==> config.mk <==
export PLATFORM = sky130hd
export DESIGN_NAME = regmode_cfg_ctrl
export DESIGN_NICKNAME = d
export VERILOG_FILES = /design/src/rtl/regmode_cfg_ctrl.sv
export SDC_FILE = /design/constraint.sdc
export NUM_CORES = 1
export LEC_CHECK = 0
export BUFFER_PORTS_ARGS = -buffer_cell sky130_fd_sc_hd__buf_4
export CORE_MARGIN = 2
export CORE_UTILIZATION = 40
export DETAILED_ROUTE_END_ITERATION = 16
export GPL_ROUTABILITY_DRIVEN = 0
export PLACE_DENSITY = 0.73
export SETUP_SLACK_MARGIN = 0.02
export SLEW_MARGIN = 15
export SYNTH_ARGS = -nofsm -noshare
export SYNTH_HDL_FRONTEND = slang
export SYNTH_SLANG_ARGS = --single-unit
==> constraint.sdc <==
create_clock -name CLK -period 1.51 [get_ports CLK]
set_input_delay 0.2265 -clock CLK [delete_from_list [all_inputs] [get_ports CLK]]
set_output_delay 0.2265 -clock CLK [all_outputs]
set_load 0.02 [all_outputs]
==> src/rtl/regmode_cfg_ctrl.sv <==
`default_nettype none
// ============================================================================
// Module   : regmode_cfg_ctrl
// Purpose  : Configuration sequencer for a bank of register-mode cells.
//            Accepts write-data / write-mode / read requests on a valid/ready
//            channel, quiesces the target cell's clk_en for SETTLE cycles,
//            performs the config action in a single EXEC cycle and returns a
//            response on a valid/ready channel.
// Ports    : CLK, RESETN (sync, active-low)
//            cfg_valid/cfg_ready/cfg_op/cfg_addr/cfg_wdata : request channel
//            rsp_valid/rsp_ready/rsp_data/rsp_err          : response channel
//            reg_O       : packed cell outputs (cell i at [i*WIDTH +: WIDTH])
//            mode        : packed 2-bit per-cell mode
//            config_we   : one-hot cell config write strobe
//            config_data : broadcast config write data
//            clk_en      : per-cell clock enable
// Options  : REGMODE_CFG_PARITY_EN adds cfg_parity (even parity over
//            {cfg_op, cfg_addr, cfg_wdata}); a mismatch is a request error.
// Revision : 1.0 - initial release
// ============================================================================
module regmode_cfg_ctrl #(
    parameter int NUM_REGS = 4,
    parameter int WIDTH    = 4,
    parameter int ADDR_W   = 2,
    parameter int SETTLE   = 2
) (
    input  logic                      CLK,
    input  logic                      RESETN,
    input  logic                      cfg_valid,
    output logic                      cfg_ready,
    input  logic [1:0]                cfg_op,
    input  logic [ADDR_W-1:0]         cfg_addr,
    input  logic [WIDTH-1:0]          cfg_wdata,
`ifdef REGMODE_CFG_PARITY_EN
    input  logic                      cfg_parity,
`endif
    output logic                      rsp_valid,
    input  logic                      rsp_ready,
    output logic [WIDTH-1:0]          rsp_data,
    output logic                      rsp_err,
    input  logic [NUM_REGS*WIDTH-1:0] reg_O,
    output logic [2*NUM_REGS-1:0]     mode,
    output logic [NUM_REGS-1:0]       config_we,
    output logic [WIDTH-1:0]          config_data,
    output logic [NUM_REGS-1:0]       clk_en
);

    typedef enum logic [1:0] {
        S_IDLE    = 2'd0,
        S_QUIESCE = 2'd1,
        S_EXEC    = 2'd2,
        S_RESP    = 2'd3
    } state_t;

    localparam logic [3:0] SETTLE_C = 4'(SETTLE);
    localparam logic [1:0] OP_WDATA = 2'b00;
    localparam logic [1:0] OP_WMODE = 2'b01;
    localparam logic [1:0] OP_READ  = 2'b10;
    localparam logic [1:0] OP_RSVD  = 2'b11;

    state_t                  state_q, state_d;
    logic [1:0]              op_q, op_d;
    logic [ADDR_W-1:0]       addr_q, addr_d;
    logic [WIDTH-1:0]        wdata_q, wdata_d;
    logic [3:0]              cnt_q, cnt_d;
    logic [2*NUM_REGS-1:0]   mode_q, mode_d;
    logic [WIDTH-1:0]        cfgdata_q, cfgdata_d;
    logic [WIDTH-1:0]        rdata_q, rdata_d;
    logic                    err_q, err_d;

    logic                    req_err;
    logic [WIDTH-1:0]        sel_data;

    // Request error classification, evaluated on the live request inputs.
    always_comb begin
        req_err = (32'(cfg_addr) >= 32'(NUM_REGS)) ||
                  (cfg_op == OP_RSVD) ||
                  ((cfg_op == OP_WMODE) && (cfg_wdata[1:0] == 2'b11));
`ifdef REGMODE_CFG_PARITY_EN
        if (cfg_parity != ^{cfg_op, cfg_addr, cfg_wdata}) begin
            req_err = 1'b1;
        end
`endif
    end

    // Readback mux over the target cell's output slice.
    always_comb begin
        sel_data = '0;
        for (int i = 0; i < NUM_REGS; i++) begin
            if (addr_q == ADDR_W'(i)) begin
                sel_data = reg_O[i*WIDTH +: WIDTH];
            end
        end
    end

    always_comb begin
        state_d   = state_q;
        op_d      = op_q;
        addr_d    = addr_q;
        wdata_d   = wdata_q;
        cnt_d     = cnt_q;
        mode_d    = mode_q;
        cfgdata_d = cfgdata_q;
        rdata_d   = rdata_q;
        err_d     = err_q;
        case (state_q)
            S_IDLE: begin
                if (cfg_valid) begin
                    op_d    = cfg_op;
                    addr_d  = cfg_addr;
                    wdata_d = cfg_wdata;
                    cnt_d   = SETTLE_C;
                    rdata_d = '0;
                    err_d   = req_err;
                    if (req_err) begin
                        state_d = S_RESP;
                    end else if (SETTLE_C != 4'd0) begin
                        state_d = S_QUIESCE;
                    end else begin
                        state_d = S_EXEC;
                    end
                end
            end
            S_QUIESCE: begin
                cnt_d = cnt_q - 4'd1;
                if (cnt_q <= 4'd1) begin
                    state_d = S_EXEC;
                end
            end
            S_EXEC: begin
                case (op_q)
                    OP_WDATA: cfgdata_d = wdata_q;
                    OP_WMODE: begin
                        for (int i = 0; i < NUM_REGS; i++) begin
                            if (addr_q == ADDR_W'(i)) begin
                                mode_d[2*i +: 2] = wdata_q[1:0];
                            end
                        end
                    end
                    OP_READ:  rdata_d = sel_data;
                    default:  ;
                endcase
                state_d = S_RESP;
            end
            S_RESP: begin
                // Only the response handshake is honoured here; a pending
                // cfg_valid waits until IDLE raises cfg_ready.
                if (rsp_ready) begin
                    state_d = S_IDLE;
                end
            end
            default: state_d = S_IDLE;
        endcase
    end

    always_ff @(posedge CLK) begin
        if (!RESETN) begin
            state_q   <= S_IDLE;
            op_q      <= '0;
            addr_q    <= '0;
            wdata_q   <= '0;
            cnt_q     <= '0;
            mode_q    <= {NUM_REGS{2'b10}};
            cfgdata_q <= '0;
            rdata_q   <= '0;
            err_q     <= 1'b0;
        end else begin
            state_q   <= state_d;
            op_q      <= op_d;
            addr_q    <= addr_d;
            wdata_q   <= wdata_d;
            cnt_q     <= cnt_d;
            mode_q    <= mode_d;
            cfgdata_q <= cfgdata_d;
            rdata_q   <= rdata_d;
            err_q     <= err_d;
        end
    end

    // Outputs decoded from registered state; the target cell stays gated
    // through EXEC so its config action lands on a frozen cell.
    always_comb begin
        cfg_ready   = (state_q == S_IDLE);
        rsp_valid   = (state_q == S_RESP);
        rsp_data    = rdata_q;
        rsp_err     = err_q;
        mode        = mode_q;
        config_data = ((state_q == S_EXEC) && (op_q == OP_WDATA)) ? wdata_q : cfgdata_q;
        for (int i = 0; i < NUM_REGS; i++) begin
            clk_en[i]    = !(((state_q == S_QUIESCE) || (state_q == S_EXEC)) &&
                             (addr_q == ADDR_W'(i)));
            config_we[i] = (state_q == S_EXEC) && (op_q == OP_WDATA) &&
                           (addr_q == ADDR_W'(i));
        end
    end

endmodule
`default_nettype wire
==> results.toml, run 1 <==
[run_status]
status = "finished, violations left"
failed_checks = "negative setup slack"

[worst_hold_path]
hold_path_class = "primary input to flop"

[detailed_routing]
drtAntennaViolNets = 0
dr.pass1.iters = 4
wire_per_inst_um = 14.0
drtIter0Drc = 38
wl_mm = 4.13
drc_errors = 0
avgViaCountPerCell = 5.08
vias = 1498

[timing]
setup_slack_ns = -0.442
hold_viol = 0
worstMarginPinSlew_ns = 0.317
max_slew_margin_pct = 78.8
setup_viol = 18
post-route-period-util_pct = 129
drv_slew = 0
clock_skew_ns = 0.00332
layout_min_cycle_time_ns = 1.95
fmax_ghz = 0.512
rsz0062_at_grt = "yes"

[clock_network]
cts_tree = "done"
clockBufferDepth = 2
clk_pin_slew_ns = 0.07
cts-buffers-inserted = 5
htree_levels = 2
clk_latency_ns = 0.28
cts_hold_buf = 0
cts-root-buf = "clkbuf_8"
clock_sinks = 31

[global_route]
grt_max_degree = 16
grt_pass1_wl_mm = 6.44
grt_pass1_vias = 1390
grt_use_total_pct = 20.0
antenna_found_initial = 0
grt-ovfl-total = 0

[finish]
nets = 281
final_cells = 295
regArea_sq_um = 624
drive_gt1_share_pct = 51.4
final_area_sq_mm = 0.00242
antenna_cells = 0
multi_input_area_sq_um = 992
nFillCells = 312
syn_to_final_growth_pct = 59.0

[yosys]
syn_avg_cell_area_sq_um = 9.02
ys_ff_latch = 31
synth_cell_type_count = 29
yosysTopAreaCell = "dfxtp_1"
synth.top_cell.area_share_pct = 40.7
mappedNetlistArea_sq_mm = 0.00152
synth_nets = 204
synth_sequential_area_ratio_pct = 40.7
yosys-top-cells-area = "dfxtp_1, nand2_1, a21oi_1"
yosysWarnings = 0
syn_inst = 169

[setup_path]
cpMaxStageDelayCell = "or3b_4"
path_buf_inv = 3
critPathRequiredTime_ns = 1.28
crit_fanout = 5
cpLargestDelayFamily = "simple AND/OR/NAND/NOR gates"
worstPathCellList = "inv_2 > ha_4 > or3b_4 > buf_6 > nor3b_2 > buf_4"
crit_arrival_ns = 1.73
startpoint_type = "flop"
crit_type = "flop to output pin"
worst_setup_path_end_kind = "output pin"
cpPeakStageDelay_ns = 0.44

[placement]
post_dp_cell_area_sq_mm = 0.00215
dp_cells = 285
dp_hpwl_mm = 2.81
numPortBuffers = 54

[die]
initial_core_util_pct = 41.6
die_area_sq_mm = 0.00432
die_y_um = 65.7
rows = 22
die_x_um = 65.7
coreArea_sq_mm = 0.00366
ios = 55

[run]
drv_cap = 0

[pwr]
power.density_mw_per_mm2 = 1510
leakage_nw = 1.05
finalPower_w = 0.00366
ir_drop_v = 0.000842
## cell type report
type | instances | share of cell area, %
sequential | 31 | 25.8
clock buffer | 6 | 2.99
multi-input combinational | 124 | 40.9
inverter | 7 | 1.08
timing repair buffer | 77 | 26.2
clock inverter | 2 | 0.516
tap | 48 | 2.48
## cell families (layout without fill, tap and decap cells)
family                   after synthesis  after routing  share of synthesized area [%]
AND/OR/NAND/NOR                       70             70                           22.7
multiplexers                          16             16                           15.1
flip-flops                            31             31                           40.7
AO/OA/AOI/OAI                         31             31                           11.7
adder cells (fa/ha/maj)                7              7                           5.75
buffers and inverters                 14             92                           4.02
## final timing paths
path | from | endpoint | slack, ns | cells past startpoint
min | cfg_wdata[3] | wdata_q[3] | 0.20 | 3
min reg2reg | rsp_err | rsp_err | 0.46 | 2
max reg2reg | state_q[0] | cfgdata_q[3] | -0.03 | 5
max | state_q[0] | config_we[1] | -0.44 | 6
## power by group
group          switching (W)  internal (W)
Clock               0.000317      0.000322
Sequential          0.000119      0.000944
Combinational       0.000972      0.000984
## synth_stat cells
master,count
a311oi_1,1
a22oi_1,1
o31ai_1,1
nand4b_1,1
nor2_1,10
o21ai_0,6
nor3_1,2
mux2_4,4
clkinv_1,1
nor3b_1,4
nand3_1,5
and2_4,1
buf_2,1
mux2i_1,8
inv_1,6
a22o_1,4
a21oi_1,18
mux4_2,4
nand3b_1,5
nor2b_1,1
ha_1,7
nand2b_1,3
clkbuf_1,5
or3b_1,1
and2_1,4
nand2_1,31
buf_6,1
or3_1,2
dfxtp_1,31
## registers in the layout, summed over array words and instances, names as in the netlist
| register | cells |
|---|---|
| addr_q | 2 |
| cfgdata_q | 4 |
| cnt_q | 4 |
| mode | 8 |
| op_q | 2 |
| rsp_data | 4 |
| rsp_err | 1 |
| state_q | 2 |
| wdata_q | 4 |
## stage by stage
| stage | setup slack [ns] | utilization [%] | hold WS, ns | setup TNS [ns] |
|---|---|---|---|---|
| finish | -0.442 | 66.2 | 0.198 | -3.58 |
| global route | -0.491 | 66.2 | 0.204 | -5.02 |
| CTS | -0.429 | 63.6 | 0.188 | -3.53 |
| detailed placement | -0.266 | 58.9 | 0.452 | -2.75 |
| global placement | -0.243 | 58.9 | 0.440 | -2.18 |
| floorplan | -0.134 | - | 0.358 | -1.12 |
## layer usage
layer	share of wire (%)	global-route usage, %	vias to the layer above	wire length (um)
li1	-	-	738	-
met3	6.8	5.65	6	280
met4	1.5	8.33	0	63
met1	42	24.3	689	1720
met5	0	0	-	0
met2	50	32.8	65	2060
## tightest hold or removal path: stages
cell and delay, ns:
buf_4 0.11, nand2_1 0.05, a21oi_1 0.05
## cell usage in the layout (no fill, tap or decap), drive strengths merged, types with 6 or more instances in the layout
cell type | synthesis | routed
ha | 7 | 7
inv | 6 | 6
mux2i | 8 | 8
dfxtp | 31 | 31
clkbuf | 5 | 6
a21oi | 18 | 18
o21ai | 6 | 6
nand2 | 31 | 31
nor2 | 10 | 10
buf | 2 | 77
## repair_timing
item	in CTS	in global routing
resized for setup	24	22
pin swaps	4	9
buffers inserted	0	3
gates cloned	0	0
setup endpoints to repair	31	39
(Power assumes the default switching activity.)
==> run 2: changes to the inputs <==
- CORE_UTILIZATION: 40 -> 36
- PLACE_DENSITY: 0.73 -> 0.67
==> results.toml, run 2 (synthesis gave the netlist of run 1 again) <==
[setup_path]
crit_type = "flop to output pin"
r2r_slack_ns = -0.10
startpoint = "state_q[0]"
rr_endpoint = "mode[3]"
worst_setup_path_end_kind = "output pin"
crit_arrival_ns = 1.72
r2r_start = "state_q[0]"
reg2reg_depth = 9
critPathRequiredTime_ns = 1.28
crit_fanout = 5
startpoint_type = "flop"
crit_path_end = "config_data[3]"

[timing]
layout_min_cycle_time_ns = 1.94
max_slew_margin_pct = 78.4
hold_viol = 0
drv_slew = 0
worstMarginPinSlew_ns = 0.324
clock_skew_ns = 0.00454
rsz0062_at_grt = "yes"
worst_hold_slack_ns = 0.191
post-route-period-util_pct = 129
tns_ns = -4.00
fmax_ghz = 0.515
setup_viol = 21
setup_slack_ns = -0.432

[clock_network]
cts-root-buf = "clkbuf_8"
cts_hold_buf = 0
clock_sinks = 31
htree_levels = 2
cts-buffers-inserted = 5
clockBufferDepth = 2
cts_tree = "done"
clk_pin_slew_ns = 0.07
clk_latency_ns = 0.28

[pwr]
leakage_nw = 1.06
ir_drop_v = 0.000681
power.density_mw_per_mm2 = 1500
finalPower_w = 0.00367

[die]
rows = 23
ios = 55
die_y_um = 69.1
initial_core_util_pct = 37.8
die_x_um = 69.1
coreArea_sq_mm = 0.00403
die_area_sq_mm = 0.00477

[finish]
syn_to_final_growth_pct = 60.7
final_cells = 299
layout_common_cells = "buf_4, nand2_1, dfxtp_1"
drive_gt1_share_pct = 51.0
nets = 283
final_common_cell = "buf_4"
largest_reg_flops = 8
antenna_cells = 0
nFillCells = 364

[detailed_routing]
drc_errors = 0
wl_mm = 3.93
drtIter0Drc = 39
avgViaCountPerCell = 4.97
wire_per_inst_um = 13.1
vias = 1486
dr.pass1.iters = 4
drtAntennaViolNets = 0

[placement]
dp_cells = 288
dp_hpwl_mm = 2.80
dp_worst_setup_slack_ns = -0.275
numPortBuffers = 54

[global_route]
use_met2_pct = 25.5
grt_pass1_wl_mm = 6.38
use_met1_pct = 21.3
grt-busiest-layer = "met2"
grt_max_degree = 16
grt-ovfl-total = 0
grt_use_total_pct = 16.7
grt_pass1_vias = 1376
grt_use_met3_pct = 4.82
antenna_found_initial = 0

[run_status]
failed_checks = "negative setup slack"
status = "finished, violations left"

[worst_hold_path]
min-delay-start = "cfg_wdata[2]"
hold_path_class = "primary input to flop"

[run]
drv_cap = 0
## run 2: final cells by class
class	count	area, sq um	area share, %
well taps	50	62.6	2.55
flip-flops and latches	31	626	25.5
repair buffers	79	642	26.2
clock inverters	2	12.5	0.511
clock buffers	6	72.6	2.96
multi-input cells	124	1000	41.0
inverters	7	28.8	1.18
## run 2: worst min-delay path by stage
| stage | cells past startpoint | end |
|---|---|---|
| 2_1_floorplan | 2 | state_q[1] |
| 3_3_place_gp | 2 | wdata_q[3] |
| 3_5_place_dp | 2 | wdata_q[2] |
| 4_1_cts | 3 | wdata_q[2] |
| 5_1_grt | 3 | wdata_q[3] |
| 6_report | 3 | wdata_q[2] |
## run 2: per-stage QoR
stage | area, sq um | utilization [%]
CTS | 2320 | 57.7
global route | 2450 | 60.8
global placement | 2150 | 53.4
floorplan | 1550 | -
finish | 2450 | 60.8
detailed placement | 2150 | 53.4
## run 2: routing by layer
| metal | wire (um) | vias up | share of wire, % |
|---|---|---|---|
| li1 | - | 743 | - |
| met1 | 1690 | 691 | 43 |
| met2 | 1930 | 42 | 49 |
| met3 | 220 | 10 | 5.6 |
| met4 | 87 | 0 | 2.2 |
| met5 | 0 | - | 0 |
## run 2: critical path, cell delays in order, from the launching register on
cell and delay (ns):
dfxtp_2 0.32, inv_2 0.07, ha_4 0.13, or3b_4 0.45, mux2_4 0.33, buf_6 0.13
## run 2: timing repair
action	CTS	global route
pin swaps	5	14
endpoints found under the setup margin	28	34
setup buffers	3	3
resized for setup	21	28
endpoints found under the hold margin	0	0
## run 2: where the power goes
part | total (W) | internal [W] | switching (W)
Clock | 0.000636 | 0.000321 | 0.000315
Combinational | 0.00197 | 0.00102 | 0.000949
Sequential | 0.00106 | 0.000947 | 0.000113
==> run 3: changes to the inputs <==
- BUFFER_PORTS_ARGS: -buffer_cell sky130_fd_sc_hd__buf_4 -> unset
- DONT_BUFFER_PORTS: unset -> 1
- PLACE_DENSITY: 0.67 -> 0.54
- clock period: 1.51 -> 2.1 ns (I/O delays scaled with it)
==> results.toml, run 3 (synthesis gave the netlist of run 1 again) <==
[run_status]
status = "finished, final reports clean"

[placement]
numPortBuffers = 0
dp_cells = 218
dp_hpwl_mm = 2.66

[finish]
fin_util_pct = 43.0
nets = 210
final_common_cell = "nand2_1"
syn_to_final_growth_pct = 13.8
layout_common_cells = "nand2_1, dfxtp_1, a21oi_1"
largest_reg_flops = 8
antenna_cells = 0
final_cells = 226
drive_gt1_share_pct = 17.0

[detailed_routing]
wl_met1_mm = 1.52
wl_met2_mm = 1.76
wl_mm = 3.57
drtIter0Drc = 24
top_layer_used = "met4"
wire_per_inst_um = 15.8
met3_length_um = 264
drtAntennaViolNets = 0
avgViaCountPerCell = 5.23
drc_errors = 0
dr.pass1.iters = 4
vias = 1181

[die]
initial_core_util_pct = 37.8
ios = 55
coreArea_sq_mm = 0.00403
die_area_sq_mm = 0.00477
die_y_um = 69.1
die_x_um = 69.1
rows = 23

[run]
drv_cap = 0

[global_route]
grt_use_total_pct = 15.7
grt-ovfl-total = 0
grt_max_degree = 17
antenna_found_initial = 0
grt_pass1_vias = 1197
grt_pass1_wl_mm = 5.94

[clock_network]
clock_sinks = 31
cts_tree = "done"
cts-buffers-inserted = 5
clk_latency_ns = 0.27
htree_levels = 2
clk_pin_slew_ns = 0.07
cts-root-buf = "clkbuf_8"
clockBufferDepth = 2

[timing]
fmax_ghz = 0.503
post-route-period-util_pct = 94.7
worst_hold_slack_ns = 0.101
drv_slew = 0
hold_viol = 0
tns_ns = 0
worstMarginPinSlew_ns = 0.673
max_slew_margin_pct = 55.0
layout_min_cycle_time_ns = 1.99
rsz0062_at_grt = "no"
clock_skew_ns = 0.00583
setup_viol = 0

[worst_hold_path]
hold_path_class = "primary input to flop"
hold_path_end = "mode[3]"
holdPathStages = 1
min-delay-start = "RESETN"

[setup_path]
crit_type = "flop to output pin"
critPathRequiredTime_ns = 1.78
crit_fanout = 8
rr_endpoint = "cnt_q[2]"
r2r_slack_ns = 0.36
reg2reg_depth = 6
worst_setup_path_end_kind = "output pin"
startpoint_type = "flop"
r2r_start = "state_q[1]"
crit_arrival_ns = 1.67

[pwr]
leakage_nw = 0.681
power.density_mw_per_mm2 = 1240
finalPower_w = 0.00215
ir_drop_v = 0.000478
run 3: worst max-delay path: stages (launching register included):
cell and delay [ns]:
dfxtp_2 0.34, inv_2 0.07, ha_1 0.15, or3b_4 0.47, mux2_4 0.37
run 3: what timing repair did:
action	4_1_cts	5_1_grt
resized for setup	1	6
setup buffers	0	0
pin swaps	0	0
endpoints found under the hold margin	0	0
hold buffers	0	0
setup endpoints to repair	7	7
gates cloned	0	0
run 3: area by class of cell:
| class | instances | area, sq um |
|---|---|---|
| Multi-Input combinational cell | 124 | 860 |
| Fill cell | 399 | 2290 |
| Clock inverter | 2 | 35.0 |
| Inverter | 7 | 26.3 |
| Sequential cell | 31 | 623 |
| Timing Repair Buffer | 6 | 45.0 |
| Tap cell | 50 | 62.6 |
| Clock buffer | 6 | 82.6 |
run 3: worst max-delay path by stage:
stage | from | end | depth (start not counted) | slack (ns)
2_1_floorplan | state_q[0] | config_we[1] | 5 | 0.10
3_3_place_gp | state_q[0] | config_we[1] | 5 | 0.24
3_5_place_dp | state_q[0] | config_we[1] | 5 | 0.21
4_1_cts | state_q[0] | config_we[1] | 5 | 0.02
5_1_grt | addr_q[0] | config_we[3] | 3 | 0.02
6_report | state_q[0] | config_data[3] | 4 | 0.11
run 3: power by group:
group	internal (W)	switching, W
combinational	0.000303	0.000463
sequential	0.000677	0.000114
clock	0.000383	0.000213
run 3: metal layers:
metal,global-route usage (%),vias up
met4,3.92,0
met1,17.9,548
met2,26.5,38
li1,-,593
met3,7.31,2
met5,0,-
run 3: metrics by stage:
stage	setup slack (ns)	instance area (sq um)
2_1_floorplan	0.104	1520
4_1_cts	0.0202	1720
3_3_place_gp	0.235	1600
6_report	0.112	1730
3_5_place_dp	0.208	1600
5_1_grt	0.0230	1730
